### src/rtl/ahb_slave_interface.sv
// AHB slave front end: address decode, transfer legality check, address/data pipeline and a
// two-cycle ERROR responder.
//
// Ports
//   Hclk, Hreset           clock, synchronous active-high reset
//   Hwrite, Hreadyin       AHB direction and bus-ready
//   Htrans, Hsize          AHB transfer type and size
//   Haddr, Hwdata          AHB address (address phase) and write data (data phase)
//   valid                  legal, mapped, active transfer accepted this cycle (combinational)
//   Haddr1/2, Hwdata1/2    address / write data delayed by 1 and 2 accepted cycles
//   Hwritereg              Hwrite delayed by 1 accepted cycle
//   tempselx               one-hot peripheral select decoded from Haddr (combinational)
//   Hresp, Hreadyout_err   response and ready contribution from the error responder
module ahb_slave_interface (
    input  logic        Hclk,
    input  logic        Hreset,
    input  logic        Hwrite,
    input  logic        Hreadyin,
    input  logic [1:0]  Htrans,
    input  logic [2:0]  Hsize,
    input  logic [31:0] Haddr,
    input  logic [31:0] Hwdata,
    output logic        valid,
    output logic [31:0] Haddr1,
    output logic [31:0] Haddr2,
    output logic [31:0] Hwdata1,
    output logic [31:0] Hwdata2,
    output logic        Hwritereg,
    output logic [2:0]  tempselx,
    output logic [1:0]  Hresp,
    output logic        Hreadyout_err
);

    typedef enum logic [1:0] {
        StIdle = 2'b00,
        StErr1 = 2'b01,
        StErr2 = 2'b10
    } state_e;

    state_e      state_q;
    logic [31:0] haddr1_q, haddr2_q, hwdata1_q, hwdata2_q;
    logic        hwrite_q;
    logic        active, size_ok, illegal;

    // Each peripheral owns a 64 MiB window starting at 0x8000_0000.
    always_comb begin
        tempselx = 3'b000;
        unique case (Haddr[31:26])
            6'b100000: tempselx = 3'b001;
            6'b100001: tempselx = 3'b010;
            6'b100010: tempselx = 3'b100;
            default:   tempselx = 3'b000;
        endcase
    end

    // NONSEQ and SEQ both have Htrans[1] set; IDLE and BUSY never count.
    assign active = Hreadyin && Htrans[1];

    always_comb begin
        size_ok = 1'b0;
        case (Hsize)
            3'd0:    size_ok = 1'b1;
            3'd1:    size_ok = ~Haddr[0];
            3'd2:    size_ok = (Haddr[1:0] == 2'b00);
            default: size_ok = 1'b0;
        endcase
    end

    assign illegal = active && ((tempselx == 3'b000) || !size_ok);
    assign valid   = (state_q == StIdle) && active && !illegal;

    // Pipeline advances on every accepted cycle, independent of valid or error state.
    always_ff @(posedge Hclk) begin
        if (Hreset) begin
            haddr1_q  <= '0;
            haddr2_q  <= '0;
            hwdata1_q <= '0;
            hwdata2_q <= '0;
            hwrite_q  <= 1'b0;
        end else if (Hreadyin) begin
            haddr1_q  <= Haddr;
            haddr2_q  <= haddr1_q;
            hwdata1_q <= Hwdata;
            hwdata2_q <= hwdata1_q;
            hwrite_q  <= Hwrite;
        end
    end

    // Detection only matters in StIdle; transfers seen during the error response are dropped.
    always_ff @(posedge Hclk) begin
        if (Hreset) begin
            state_q <= StIdle;
        end else begin
            case (state_q)
                StIdle:  state_q <= illegal ? StErr1 : StIdle;
                StErr1:  state_q <= StErr2;
                StErr2:  state_q <= StIdle;
                default: state_q <= StIdle;
            endcase
        end
    end

    always_comb begin
        Hresp         = 2'b00;
        Hreadyout_err = 1'b1;
        case (state_q)
            StErr1: begin
                Hresp         = 2'b01;
                Hreadyout_err = 1'b0;
            end
            StErr2: begin
                Hresp         = 2'b01;
                Hreadyout_err = 1'b1;
            end
            default: begin
                Hresp         = 2'b00;
                Hreadyout_err = 1'b1;
            end
        endcase
    end

    assign Haddr1    = haddr1_q;
    assign Haddr2    = haddr2_q;
    assign Hwdata1   = hwdata1_q;
    assign Hwdata2   = hwdata2_q;
    assign Hwritereg = hwrite_q;

endmodule

### config.mk
export PLATFORM = sky130hd
export DESIGN_NAME = ahb_slave_interface
export DESIGN_NICKNAME = d
export VERILOG_FILES = /design/src/rtl/ahb_slave_interface.sv
export SDC_FILE = /design/constraint.sdc
export NUM_CORES = 1
export LEC_CHECK = 0
export CAP_MARGIN = 10
export CORE_ASPECT_RATIO = 0.75
export CORE_UTILIZATION = 37
export DETAILED_ROUTE_END_ITERATION = 8
export PLACE_DENSITY = 0.84
export SLEW_MARGIN = 20
export SYNTH_ARGS = -nofsm -noshare
export SYNTH_HDL_FRONTEND = slang
export SYNTH_SLANG_ARGS = --single-unit
### constraint.sdc
create_clock -name Hclk -period 2.1 [get_ports Hclk]
set_input_delay 0.63 -clock Hclk [delete_from_list [all_inputs] [get_ports Hclk]]
set_output_delay 0.63 -clock Hclk [all_outputs]
set_load 0.02 [all_outputs]
== Yosys cells after proc, flatten, opt, wreduce, memory -nomap -nowiden ==
Index checks and enable logic that the tools add are counted.
Word-level totals
  word-level logic and storage cells: 32
  bits in registers: 131
Operators by class
  bitwise gates (word level): 1
  reductions and logical operators: 12
  eq/ne operators: 7
  mux-type cells: 6
Operators by type and width (count)
  equality test 6 bit, second input constant: 3
  one-hot mux 3 bit (3 select lines): 1
  zero test 3 bit: 2
  logical AND 1 bit: 4
  zero test 2 bit: 2
  one-hot mux 2 bit (2 select lines): 1
  equality test 3 x 1 -> 1 bit, second input constant: 1
  equality test 3 x 2 -> 1 bit, second input constant: 1
  2-to-1 mux 1 bit: 3
  one-hot mux 1 bit (3 select lines): 1
  equality test 2 x 1 -> 1 bit, second input constant: 1
  equality test 2 bit, second input constant: 1
  zero test 1 bit: 2
  OR reduction 2 bit: 1
  logical OR 1 bit: 1
  inverter 1 bit: 1

== Logic depth before layout (Yosys ltp) ==
  depth after elaboration: 7
  gate-level depth with buffers: 5
  gate-level depth less buffers: 4

== Least setup slack after synthesis ==
No wires, ideal clock.
  path type: input to output
  from: input Haddr[28]
  to: output valid
  slack: -0.269 ns
  data required time: 1.470 ns
  data arrival time: 1.739 ns
  stages on the path: 3
  path buffers: 0
  path through: or4b_4 > a211o_1 > nor2_1
Between the ends
  longest elaborated chain between the ends: 7
  elaborated cells between the ends (all ways): 9
  those cells by class: 3 x eq/ne; 1 x mux; 5 x reduce/logical
RTL lines
  from (decl): RTL line 21  | input logic [31:0] Haddr,
  equality test 6 bit: RTL line 48  | unique case (Haddr[31:26])
  one-hot mux 3 bit (3 select lines) (*): RTL line 48
  zero test 3 bit (*): RTL line 69  | assign illegal = active && ((tempselx == 3'b000) || !size_ok);
  logical OR 1 bit (*): RTL line 69
  logical AND 1 bit (*): RTL line 69
  zero test 1 bit (*): RTL line 70  | assign valid = (state_q == StIdle) && active && !illegal;
  logical AND 1 bit (*): RTL line 70
  to (decl): RTL line 23  | output logic valid,
Every way passes the cells marked *; elsewhere a longest branch is shown, timed or not.

== Worst setup path after layout ==
  from: input Haddr[30]
  to: output valid
The elaborated chain is that of the path after synthesis.

==> impl_metrics.json <==
{
  "status": "finished with violations",
  "violations": "negative setup slack",
  "cp.arrival_ns": 1.81,
  "async_flop_share": 0,
  "first_iter_violations": 125,
  "fill_cells": 1013,
  "num_rows": 35,
  "r2r-end": "state_q[0]",
  "drtPass1Iterations": 4,
  "grt_setup_unrepaired": "yes",
  "start_kind": "input port",
  "dpl_cell_area_mm2": 0.00694,
  "clock_sinks": 131,
  "grt_max_degree": 79,
  "rrSetupSlack_ns": 0.99,
  "maxCapViolations": 0,
  "synth_seq_area_share": 0.563,
  "finalSetupTns_ns": -1.14,
  "power_density_mw_per_mm2": 842,
  "synth_seq_cells": 131,
  "drc_errors": 0,
  "fmax_mhz": 410,
  "yosys.area.top_type": "dfxtp_1",
  "r2r_cells": 5,
  "design_area_mm2": 0.00748,
  "dieArea_mm2": 0.0131,
  "antenna_cells": 0,
  "critical_path.slowest_cell": "or4b_4",
  "yosys-top-cells-count": "dfxtp_1, nor2_1, mux2i_1",
  "vias": 3761,
  "drive_gt1_frac": 0.0822,
  "path_clk_slew_ns": 0.05,
  "reg2reg_from": "state_q[1]",
  "report.power.total_mw": 6.30,
  "cts_tree": "yes",
  "cpMostUsedCell": "buf_6",
  "cts_hold_buffers": 0,
  "coreArea_mm2": 0.0123,
  "setup_violations": 4,
  "timing_hold_violations_final": 0,
  "whs_path_depth": 2,
  "synth_cell_type_count": 17,
  "hp-class": "reg -> reg",
  "grt_pass1_vias": 3780,
  "worst_pin_slew_ns": 0.861,
  "place.gp.congestion": 0.840,
  "synthCells": 438,
  "syn_nets": 513,
  "synth_area_mm2": 0.00466,
  "numCtsBuffers": 17,
  "via_per_inst": 4.57,
  "synth_ff_type": "dfxtp_1",
  "yosysTopAreaCellShare": 0.563,
  "grt-ovfl-total": 0,
  "end_kind": "output port",
  "die_width_um": 132,
  "finalCritPeriodShare": 1.16,
  "syn_to_final_growth_pct": 60.6,
  "ctsHtreeMaxLevel": 4,
  "ant_nets": 0,
  "gr-usage-all-layers": 0.185,
  "syn_area_per_cell_um2": 10.6,
  "ir_drop_mv": 0.542,
  "grt-busiest-layer": "met2",
  "p_leak_nw": 3.25,
  "cp_num_cells": 5,
  "worst-setup-path-type": "in -> out",
  "postLayoutCoreUtil": 0.610,
  "grt_use_met2": 0.311,
  "startpoint": "Haddr[30]",
  "slew_violations": 0,
  "synth_edf_count": 0,
  "port_buffers": 206,
  "grt_util_met3": 0.0607,
  "fin_ws_ns": -0.337,
  "slowest_delay_ns": 0.57,
  "multi_input_area_mm2": 0.00191,
  "synth.area.top_cells": "dfxtp_1, mux2i_1, nor2_1",
  "grt_first_pass_wirelength_mm": 19.2,
  "max-clock-path-buffers": 2,
  "cts_root_buf": "clkbuf_16",
  "yosys_warnings": 0,
  "critical_path.max_fanout": 2,
  "cp.required_ns": 1.47,
  "hpwlAfterDp_mm": 8.47,
  "min_period_ns": 2.44,
  "routedWlPerCell_um": 14.6,
  "clk_latency_ns": 0.40,
  "regArea_mm2": 0.00262,
  "routed_wl_mm": 12.0,
  "endpoint": "valid",
  "initial_core_util": 0.380,
  "gr-usage-met1": 0.222,
  "die_y_um": 99.2,
  "slew_headroom": 0.426,
  "fin_nets": 719,
  "ios": 209,
  "place_ws_ns": -1.18,
  "fin_worst_skew_ns": 0.00370,
  "path_cells": "buf_6 > or4b_4 > a211o_1 > nor2_4 > buf_6",
  "crit_family": "simple AND/OR/NAND/NOR gates",
  "critPathBufInv": 2,
  "antenna_found_initial": 0
}
state kept, by name (all words and copies together), names as in the netlist:
register / count
Haddr1: 32
state_q: 2
Hwritereg: 1
Hwdata2: 32
Haddr2: 32
Hwdata1: 32
final cells by class:
| class | instances | area share |
|---|---|---|
| multi-input combinational | 273 | 0.255 |
| timing repair buffer | 218 | 0.291 |
| clock inverter | 10 | 0.0147 |
| sequential | 131 | 0.350 |
| tap | 166 | 0.0278 |
| inverter | 3 | 0.00150 |
| clock buffer | 22 | 0.0594 |
worst min-delay path by stage:
| stage | slack [ns] | end | start |
|---|---|---|---|
| finish | 0.49 | Haddr2[27] | Haddr2[27] |
| global route | 0.51 | Haddr1[30] | Haddr[30] |
| CTS | 0.48 | Haddr1[30] | Haddr[30] |
| detailed placement | 0.48 | Haddr2[26] | Haddr2[26] |
| global placement | 0.47 | Hwdata2[24] | Hwdata2[24] |
| floorplan | 0.58 | Haddr2[29] | Haddr2[29] |
cells by family (layout without fill, tap and decap cells):
| kind of cell | count (synthesis) | after routing | synth area share |
|---|---|---|---|
| AND/OR/NAND/NOR | 138 | 138 | 0.117 |
| adder cells (fa/ha/maj) | 2 | 2 | 0.00537 |
| AO/OA/AOI/OAI | 3 | 3 | 0.00510 |
| other | 1 | 1 | 0.000805 |
| multiplexers | 129 | 129 | 0.277 |
| buffers and inverters | 34 | 253 | 0.0320 |
| flip-flops | 131 | 131 | 0.563 |
where the power goes:
group / switching (mW) / internal (mW)
logic: 0.404 / 0.452
registers: 0.0831 / 2.61
clock network: 1.02 / 1.74
total: 1.50 / 4.80
cell usage in the layout, fill, tap and decap left out, drive strengths merged:
cell,n
inv,3
nor3,1
clkdlybuf4s15,1
clkinv,4
nand3,1
dlymetal6s2s,4
dlygate4sd2,4
ha,2
conb,1
a211o,1
clkbuf,22
bufinv,2
buf,22
clkdlybuf4s50,187
nor2,131
nor3b,3
or3,1
or4b,1
a21o,2
mux2i,129
clkinvlp,4
dfxtp,131
metrics by stage:
step	instances	hold WS [ns]
after floorplan	438	0.583
after detailed placement	791	0.482
after global placement	791	0.471
after CTS	823	0.484
final	823	0.492
after global routing	823	0.513
tightest hold or removal path: stages (launching register included):
cell and delay, ns:
dfxtp_1 0.32, mux2i_1 0.06, nor2_1 0.07
per-layer routing:
layer,share of wire,wire [µm]
met5,0,0
met3,0.055,658
met2,0.48,5820
met4,0.016,191
met1,0.45,5380
timing repair:
item,CTS,global route
endpoints found under the setup margin,6,6
pin swaps,4,4
setup buffers,0,0
hold endpoints to repair,0,0
gates resized for setup,43,6
(Power assumes the default switching activity.)
